$ cat src/rtl/decode_fwd.sv
// RV32I decode/operand-fetch stage: decodes one instruction, forwards EX/MEM results,
// interlocks on load-use hazards and registers the bundle behind a valid/ready handshake.
module decode_fwd #(
  parameter int XLEN       = 32,
  parameter int ADDR_W     = 32,
  parameter int EX_W       = 4,
  parameter int EX_ILLEGAL = 2,
  parameter int FWD_EN     = 1,
  parameter int CNT_W      = 16
) (
  input  logic              clk,
  input  logic              reset,
  input  logic              in_valid,
  output logic              in_ready,
  input  logic [ADDR_W-1:0] pc_in,
  input  logic [31:0]       instr_in,
  input  logic [EX_W-1:0]   exc_in,
  input  logic              exc_in_valid,
  output logic              out_valid,
  input  logic              out_ready,
  output logic [ADDR_W-1:0] pc_out,
  output logic [4:0]        opcode,
  output logic [2:0]        funct,
  output logic              variant,
  output logic [XLEN-1:0]   op1,
  output logic [XLEN-1:0]   op2,
  output logic [XLEN-1:0]   offset,
  output logic [4:0]        rd_addr,
  output logic              nop_instr,
  output logic [EX_W-1:0]   exc_out,
  output logic              exc_out_valid,
  output logic [4:0]        rs1_addr,
  output logic [4:0]        rs2_addr,
  input  logic [XLEN-1:0]   rs1_data,
  input  logic [XLEN-1:0]   rs2_data,
  input  logic              ex_wr_en,
  input  logic              ex_is_load,
  input  logic [4:0]        ex_rd,
  input  logic [XLEN-1:0]   ex_data,
  input  logic              mem_wr_en,
  input  logic [4:0]        mem_rd,
  input  logic [XLEN-1:0]   mem_data,
  input  logic              flush,
  output logic [CNT_W-1:0]  stall_count
);

  localparam logic [4:0] OPC_LOAD   = 5'b00000;
  localparam logic [4:0] OPC_FENCE  = 5'b00011;
  localparam logic [4:0] OPC_OPIMM  = 5'b00100;
  localparam logic [4:0] OPC_AUIPC  = 5'b00101;
  localparam logic [4:0] OPC_STORE  = 5'b01000;
  localparam logic [4:0] OPC_OP     = 5'b01100;
  localparam logic [4:0] OPC_LUI    = 5'b01101;
  localparam logic [4:0] OPC_BRANCH = 5'b11000;
  localparam logic [4:0] OPC_JALR   = 5'b11001;
  localparam logic [4:0] OPC_JAL    = 5'b11011;
  localparam bit         NO_FWD     = (FWD_EN == 0);

  function automatic logic signed [XLEN-1:0] sext32(input logic signed [31:0] v);
    return XLEN'(v);
  endfunction

  function automatic logic [CNT_W-1:0] sat_inc(input logic [CNT_W-1:0] v);
    return (&v) ? v : v + 1'b1;
  endfunction

  logic [4:0]              opc_p0;
  logic [2:0]              f3_p0;
  logic [6:0]              f7_p0;
  logic                    use1_p0, use2_p0, haz1_p0, haz2_p0, hazard, illegal_p0, accept;
  logic signed [XLEN-1:0]  imm_i_p0, imm_s_p0, imm_b_p0, imm_u_p0, imm_j_p0;
  logic signed [XLEN-1:0]  fwd1_p0, fwd2_p0, op1_p0, op2_p0, offset_p0;
  logic [4:0]              rd_p0;
  logic                    nop_p0;
  logic [EX_W-1:0]         exc_p0;

  assign opc_p0   = instr_in[6:2];
  assign f3_p0    = instr_in[14:12];
  assign f7_p0    = instr_in[31:25];
  assign rs1_addr = instr_in[19:15];
  assign rs2_addr = instr_in[24:20];

  assign imm_i_p0 = sext32({{20{instr_in[31]}}, instr_in[31:20]});
  assign imm_s_p0 = sext32({{20{instr_in[31]}}, instr_in[31:25], instr_in[11:7]});
  assign imm_b_p0 = sext32({{19{instr_in[31]}}, instr_in[31], instr_in[7], instr_in[30:25],
                            instr_in[11:8], 1'b0});
  assign imm_j_p0 = sext32({{11{instr_in[31]}}, instr_in[31], instr_in[19:12], instr_in[20],
                            instr_in[30:21], 1'b0});
  assign imm_u_p0 = sext32({instr_in[31:12], 12'b0});

  assign use1_p0 = (opc_p0 == OPC_OP) || (opc_p0 == OPC_OPIMM) || (opc_p0 == OPC_JALR) ||
                   (opc_p0 == OPC_BRANCH) || (opc_p0 == OPC_LOAD) || (opc_p0 == OPC_STORE);
  assign use2_p0 = (opc_p0 == OPC_OP) || (opc_p0 == OPC_BRANCH) || (opc_p0 == OPC_STORE);

  assign haz1_p0 = use1_p0 && (rs1_addr != 5'd0) &&
                   ((ex_wr_en && (ex_rd == rs1_addr) && (ex_is_load || NO_FWD)) ||
                    (NO_FWD && mem_wr_en && (mem_rd == rs1_addr)));
  assign haz2_p0 = use2_p0 && (rs2_addr != 5'd0) &&
                   ((ex_wr_en && (ex_rd == rs2_addr) && (ex_is_load || NO_FWD)) ||
                    (NO_FWD && mem_wr_en && (mem_rd == rs2_addr)));
  // An upstream exception carries no operands, so it never waits on a dependency.
  assign hazard   = !exc_in_valid && (haz1_p0 || haz2_p0);
  assign in_ready = (!out_valid || out_ready) && !hazard && !flush;
  assign accept   = in_valid && in_ready;

  always_comb begin
    fwd1_p0 = rs1_data;
    if (rs1_addr == 5'd0) fwd1_p0 = '0;
    else if (!NO_FWD && ex_wr_en && !ex_is_load && (ex_rd == rs1_addr)) fwd1_p0 = ex_data;
    else if (!NO_FWD && mem_wr_en && (mem_rd == rs1_addr)) fwd1_p0 = mem_data;
    fwd2_p0 = rs2_data;
    if (rs2_addr == 5'd0) fwd2_p0 = '0;
    else if (!NO_FWD && ex_wr_en && !ex_is_load && (ex_rd == rs2_addr)) fwd2_p0 = ex_data;
    else if (!NO_FWD && mem_wr_en && (mem_rd == rs2_addr)) fwd2_p0 = mem_data;
  end

  always_comb begin
    illegal_p0 = (instr_in[1:0] != 2'b11);
    case (opc_p0)
      OPC_LOAD:   if (f3_p0 == 3'd3 || f3_p0 == 3'd6 || f3_p0 == 3'd7) illegal_p0 = 1'b1;
      OPC_FENCE, OPC_AUIPC, OPC_LUI, OPC_JAL: ;
      OPC_OPIMM:  if ((f3_p0 == 3'd1 && f7_p0 != 7'h00) ||
                      (f3_p0 == 3'd5 && f7_p0 != 7'h00 && f7_p0 != 7'h20)) illegal_p0 = 1'b1;
      OPC_STORE:  if (f3_p0 > 3'd2) illegal_p0 = 1'b1;
      OPC_OP:     if (!(f7_p0 == 7'h00 || (f7_p0 == 7'h20 && (f3_p0 == 3'd0 || f3_p0 == 3'd5))))
                    illegal_p0 = 1'b1;
      OPC_BRANCH: if (f3_p0 == 3'd2 || f3_p0 == 3'd3) illegal_p0 = 1'b1;
      OPC_JALR:   if (f3_p0 != 3'd0) illegal_p0 = 1'b1;
      default:    illegal_p0 = 1'b1;
    endcase
  end

  always_comb begin
    op1_p0    = fwd1_p0;
    op2_p0    = fwd2_p0;
    offset_p0 = '0;
    rd_p0     = instr_in[11:7];
    nop_p0    = 1'b0;
    case (opc_p0)
      OPC_OPIMM: begin
        op2_p0 = imm_i_p0;
        nop_p0 = (instr_in[31:7] == 25'd0);
      end
      OPC_LUI, OPC_AUIPC: begin
        op1_p0 = '0;
        op2_p0 = imm_u_p0;
      end
      OPC_JAL: begin
        op1_p0 = '0;
        op2_p0 = imm_j_p0;
      end
      OPC_JALR, OPC_LOAD: op2_p0 = imm_i_p0;
      OPC_BRANCH: begin
        offset_p0 = imm_b_p0;
        rd_p0     = 5'd0;
      end
      OPC_STORE: begin
        offset_p0 = imm_s_p0;
        rd_p0     = 5'd0;
      end
      OPC_FENCE: nop_p0 = 1'b1;
      default: ;
    endcase
    exc_p0 = '0;
    if (exc_in_valid) begin
      exc_p0 = exc_in;
      nop_p0 = 1'b0;
    end else if (illegal_p0) begin
      exc_p0 = EX_W'(EX_ILLEGAL);
      nop_p0 = 1'b0;
    end
  end

  // Stage boundary: decoded bundle registered toward execute.
  always_ff @(posedge clk) begin
    if (reset) begin
      out_valid     <= 1'b0;
      exc_out_valid <= 1'b0;
      nop_instr     <= 1'b0;
      stall_count   <= '0;
      pc_out        <= '0;
      opcode        <= '0;
      funct         <= '0;
      variant       <= 1'b0;
      op1           <= '0;
      op2           <= '0;
      offset        <= '0;
      rd_addr       <= '0;
      exc_out       <= '0;
    end else if (flush) begin
      out_valid <= 1'b0;
    end else if (accept) begin
      out_valid     <= 1'b1;
      exc_out_valid <= exc_in_valid || illegal_p0;
      nop_instr     <= nop_p0;
      pc_out        <= pc_in;
      opcode        <= opc_p0;
      funct         <= f3_p0;
      variant       <= instr_in[30];
      op1           <= op1_p0;
      op2           <= op2_p0;
      offset        <= offset_p0;
      rd_addr       <= rd_p0;
      exc_out       <= exc_p0;
    end else if (!out_valid || out_ready) begin
      out_valid <= 1'b0;
      if (hazard && in_valid) stall_count <= sat_inc(stall_count);
    end
  end

endmodule

$ cat config.mk
export PLATFORM = sky130hd
export DESIGN_NAME = decode_fwd
export DESIGN_NICKNAME = d
export VERILOG_FILES = /design/src/rtl/decode_fwd.sv
export SDC_FILE = /design/constraint.sdc
export NUM_CORES = 1
export LEC_CHECK = 0
export ABC_AREA = 1
export CELL_PAD_IN_SITES_DETAIL_PLACEMENT = 1
export CELL_PAD_IN_SITES_GLOBAL_PLACEMENT = 1
export CORE_MARGIN = 1.5
export CORE_UTILIZATION = 29
export CTS_BUF_LIST = sky130_fd_sc_hd__clkbuf_8
export DETAILED_ROUTE_END_ITERATION = 8
export PLACE_DENSITY_LB_ADDON = 0.1
export SLEW_MARGIN = 20
export SYNTH_ARGS = -nofsm -noshare
export SYNTH_HDL_FRONTEND = slang
export SYNTH_SLANG_ARGS = --single-unit
$ cat constraint.sdc
create_clock -name clk -period 2 [get_ports clk]
set_input_delay 0.4 -clock clk [delete_from_list [all_inputs] [get_ports clk]]
set_output_delay 0.4 -clock clk [all_outputs]
set_load 0.005 [all_outputs]
==> metrics, run 1 <==
sw power=0.00262 W; number of maximum-capacitance violations=0; DIE AREA=approximately 32000 um^2; EDFF count, synth=0; # fillers=around 4000; slowest stage delay, CP=between 0.2 and 0.3 ns; Routed WL=approximately 42000 um; Tmin final=approximately 2.1 ns; pin count of the biggest net entering global routing=74; Gate power share=0.289; Die Wd=179 um; Post-Syn Instances=about 1500; CP required=around 1.6 ns; Power, Total=around 0.0080 W; FF+latch area=between 2000 and 3000 um^2; CP arrival=about 1.7 ns; fin util=0.489; min setup slack post-route=-0.0966 ns; Pre-antenna DRT Iters=4; commonest non-fill, non-tap cell in the layout=clkdlybuf4s50_1; syn_area_per_cell=6.03 um^2; RePlAce Congestion=slightly below 0.9; Fin. Hold Viols=0; Area Overhead vs Synth=66.2%; Initial Util=0.294; Setup violations, final=1; largest family of logic cells by synthesized area=simple AND/OR/NAND/NOR gates; CTS tree=built; most frequent cells in the layout=369 x clkdlybuf4s50_1, 357 x nand2_1, 304 x nor2_1; worst min-delay path class=in2reg; share of the synthesized area in the top cell type=0.326; Seq cells post-synth=about 150; clock buffer depth=2; FFs w/ async S/R, synth=0; startpoint types=input port; Yosys top cell by area=dfxtp_1; H-tree depth=4; Slew @ Worst Pin=approximately 0.59 ns; Crit. End Element=output pin; unrepaired setup endpoints after global routing=yes; crit path max fanout=6; Max stage delay cell, worst path=clkdlybuf4s15_2; multi-input logic area=5120 um^2; Crit Path Class=in2out; CP cell instances=clkdlybuf4s15_2 -> nand3_2 -> inv_2 -> o21ai_1 -> nand3_1 -> nand3_2 -> a21boi_4 -> nor2_1 -> buf_2; final instance area=around 15000 um^2; most used cell, CP=nand3_2; Post-route DRC=0; Final Cycle Share=1.05; clock-pin transition on the worst setup and hold timing paths=~0.090 ns; Row Count=between 60 and 70; Leak=6.67 nW; total CTS buffers=17; Flop pwr share=0.395; Unique masters post-synth=33; run status=complete, but fails checks; post-synthesis xor/xnor area fraction=0.00878; Compound-Gate Fraction of Synth Area=0.0601; CTS root buf=clkbuf_8; Sw Share=0.326; Die Y=roughly 180 um; total internal power=about 0.0054 W; clock sink count=approximately 150; post-synthesis mux area share=0; pwr dens=between 500 and 600 nW/um^2; vias in the first global route=roughly 11000; ys flop type=dfxtp_1; worst vdd ir=roughly 360 uV; drt initial violations=approximately 440; total number of vias=~11000; syn_nets=about 1700; cell area after synthesis=about 9000 um^2; Setup Skew=about 0.013 ns; Final nets=around 2200; Vias/cell=around 4.8; Worst slew margin=0.609; initial antenna violation count=8; simple-gate portion of the synthesized area=0.482; share of total power in the clock network=0.316; highest clock rate=roughly 480 MHz; GR Util All Layers=0.255; core area=around 31000 um^2; Synthesis Warnings=0; post-detail-place hpwl=32000 um; WL per Instance=around 18 um; violated checks=negative setup slack; register area share after synthesis=0.326; IO Port Bufs=390; Post-Place Cell Area=~14000 um^2; share of cells above drive strength 1=0.170; clk_lat worst skew=between 0.4 and 0.5 ns; first-pass GRT wire length=~63000 um; Remaining Overflow, GRT=0; Routed Antenna Nets=0; Ports=between 300 and 400; post-synthesis adder-cell area fraction=0.00139; max-slew violations=0; top area cells in the synthesized netlist=dfxtp_1 33%, nand2_1 15%, nor2_1 13%, nand3_1 8.6%, nand4_1 5.7%
-- repair_timing --
item / 4_1_cts / 5_1_grt
pin swaps: 21 / 7
hold buffers: 0 / 0
gates cloned: 0 / 2
setup endpoints to repair: 145 / 43
setup buffers: 22 / 2
endpoints found under the hold margin: 0 / 0
resized for setup: 92 / 15
-- layout make-up --
class	count	area share
well taps	396	0.0332
flip-flops and latches	146	0.196
multi-input cells	1105	0.343
repair buffers	564	0.369
clock inverters	14	0.0107
inverters	119	0.0307
diodes	5	0.000839
clock buffers	18	0.0166
-- path summary, 6_finish.rpt --
kind	start	end	slack (ns)	depth (start not counted)
max	instr_in[5]	in_ready	-0.1	9
min	instr_in[3]	opcode[1]	0.21	3
max reg2reg	stall_count[0]	stall_count[5]	0.18	10
min reg2reg	nop_instr	nop_instr	0.47	2
-- power by group through the flow --
stage / Clock, W / Combinational [W] / Sequential [W]
after floorplan: 0 / 0.000855 / 0.00325
after global placement: 0 / 0.00222 / 0.00323
after detailed placement: 0 / 0.00225 / 0.00324
after CTS: 0.00263 / 0.00230 / 0.00317
after global routing: 0.00276 / 0.00253 / 0.00320
final: 0.00254 / 0.00232 / 0.00317
-- critical path: cells and delay by family --
| kind | cells | cell delay [ns] |
|---|---|---|
| AND/OR/NAND/NOR | 4 | 0.49 |
| buffers and inverters | 3 | 0.46 |
| AO/OA/AOI/OAI | 2 | 0.33 |
-- state kept, by name (all words and copies together) (netlist names) --
register / count
out_valid: 1
exc_out: 4
variant: 1
stall_count: 16
op1: 32
op2: 32
nop_instr: 1
exc_out_valid: 1
funct: 3
pc_out: 32
offset: 13
rd_addr: 5
opcode: 5
-- Yosys cell counts, drive strengths merged (7+ instances only) --
master / number
inv: 117
nand4: 82
nand2: 362
xnor2: 7
o21ai: 75
clkbuf: 56
a21oi: 22
buf: 64
dfxtp: 146
nor2: 320
nand3: 155
or2: 63
-- logic make-up (layout without fill, tap and decap cells) --
group	Yosys count	in the layout
simple gates	991	991
buf+inv	239	715
flops	146	146
compound gates	104	104
xor+xnor	9	9
fa+ha+maj	1	1
other cells	0	5
-- through the flow --
step	TNS [ns]	hold WS (ns)	cells	setup slack, ns
3_5_place_dp	-88.16	0.461	2307	-0.868
4_1_cts	-0.0154	0.219	2359	-0.0154
3_3_place_gp	-79.05	0.456	2307	-0.787
5_1_grt	-0.136	0.235	2363	-0.135
2_1_floorplan	0	0.454	1490	0.249
6_report	-0.0966	0.214	2367	-0.0966
-- metal layers --
metal,track usage,share of wire,vias to the layer above
li1,-,-,5653
met1,0.316,0.44,5444
met2,0.435,0.48,300
met3,0.0666,0.066,51
met4,0.0726,0.020,6
met5,0,0.00095,-
Note: power is estimated with default switching activity, not from simulation.
==> run 2: changes to the inputs <==
Settings changed: GPL_ROUTABILITY_DRIVEN set to 0, HOLD_SLACK_MARGIN set to 0.06, SLEW_MARGIN 20 to 5.
==> results of run 2 <==
No change in the layout: final DEF, timing and power equal those of run 1.
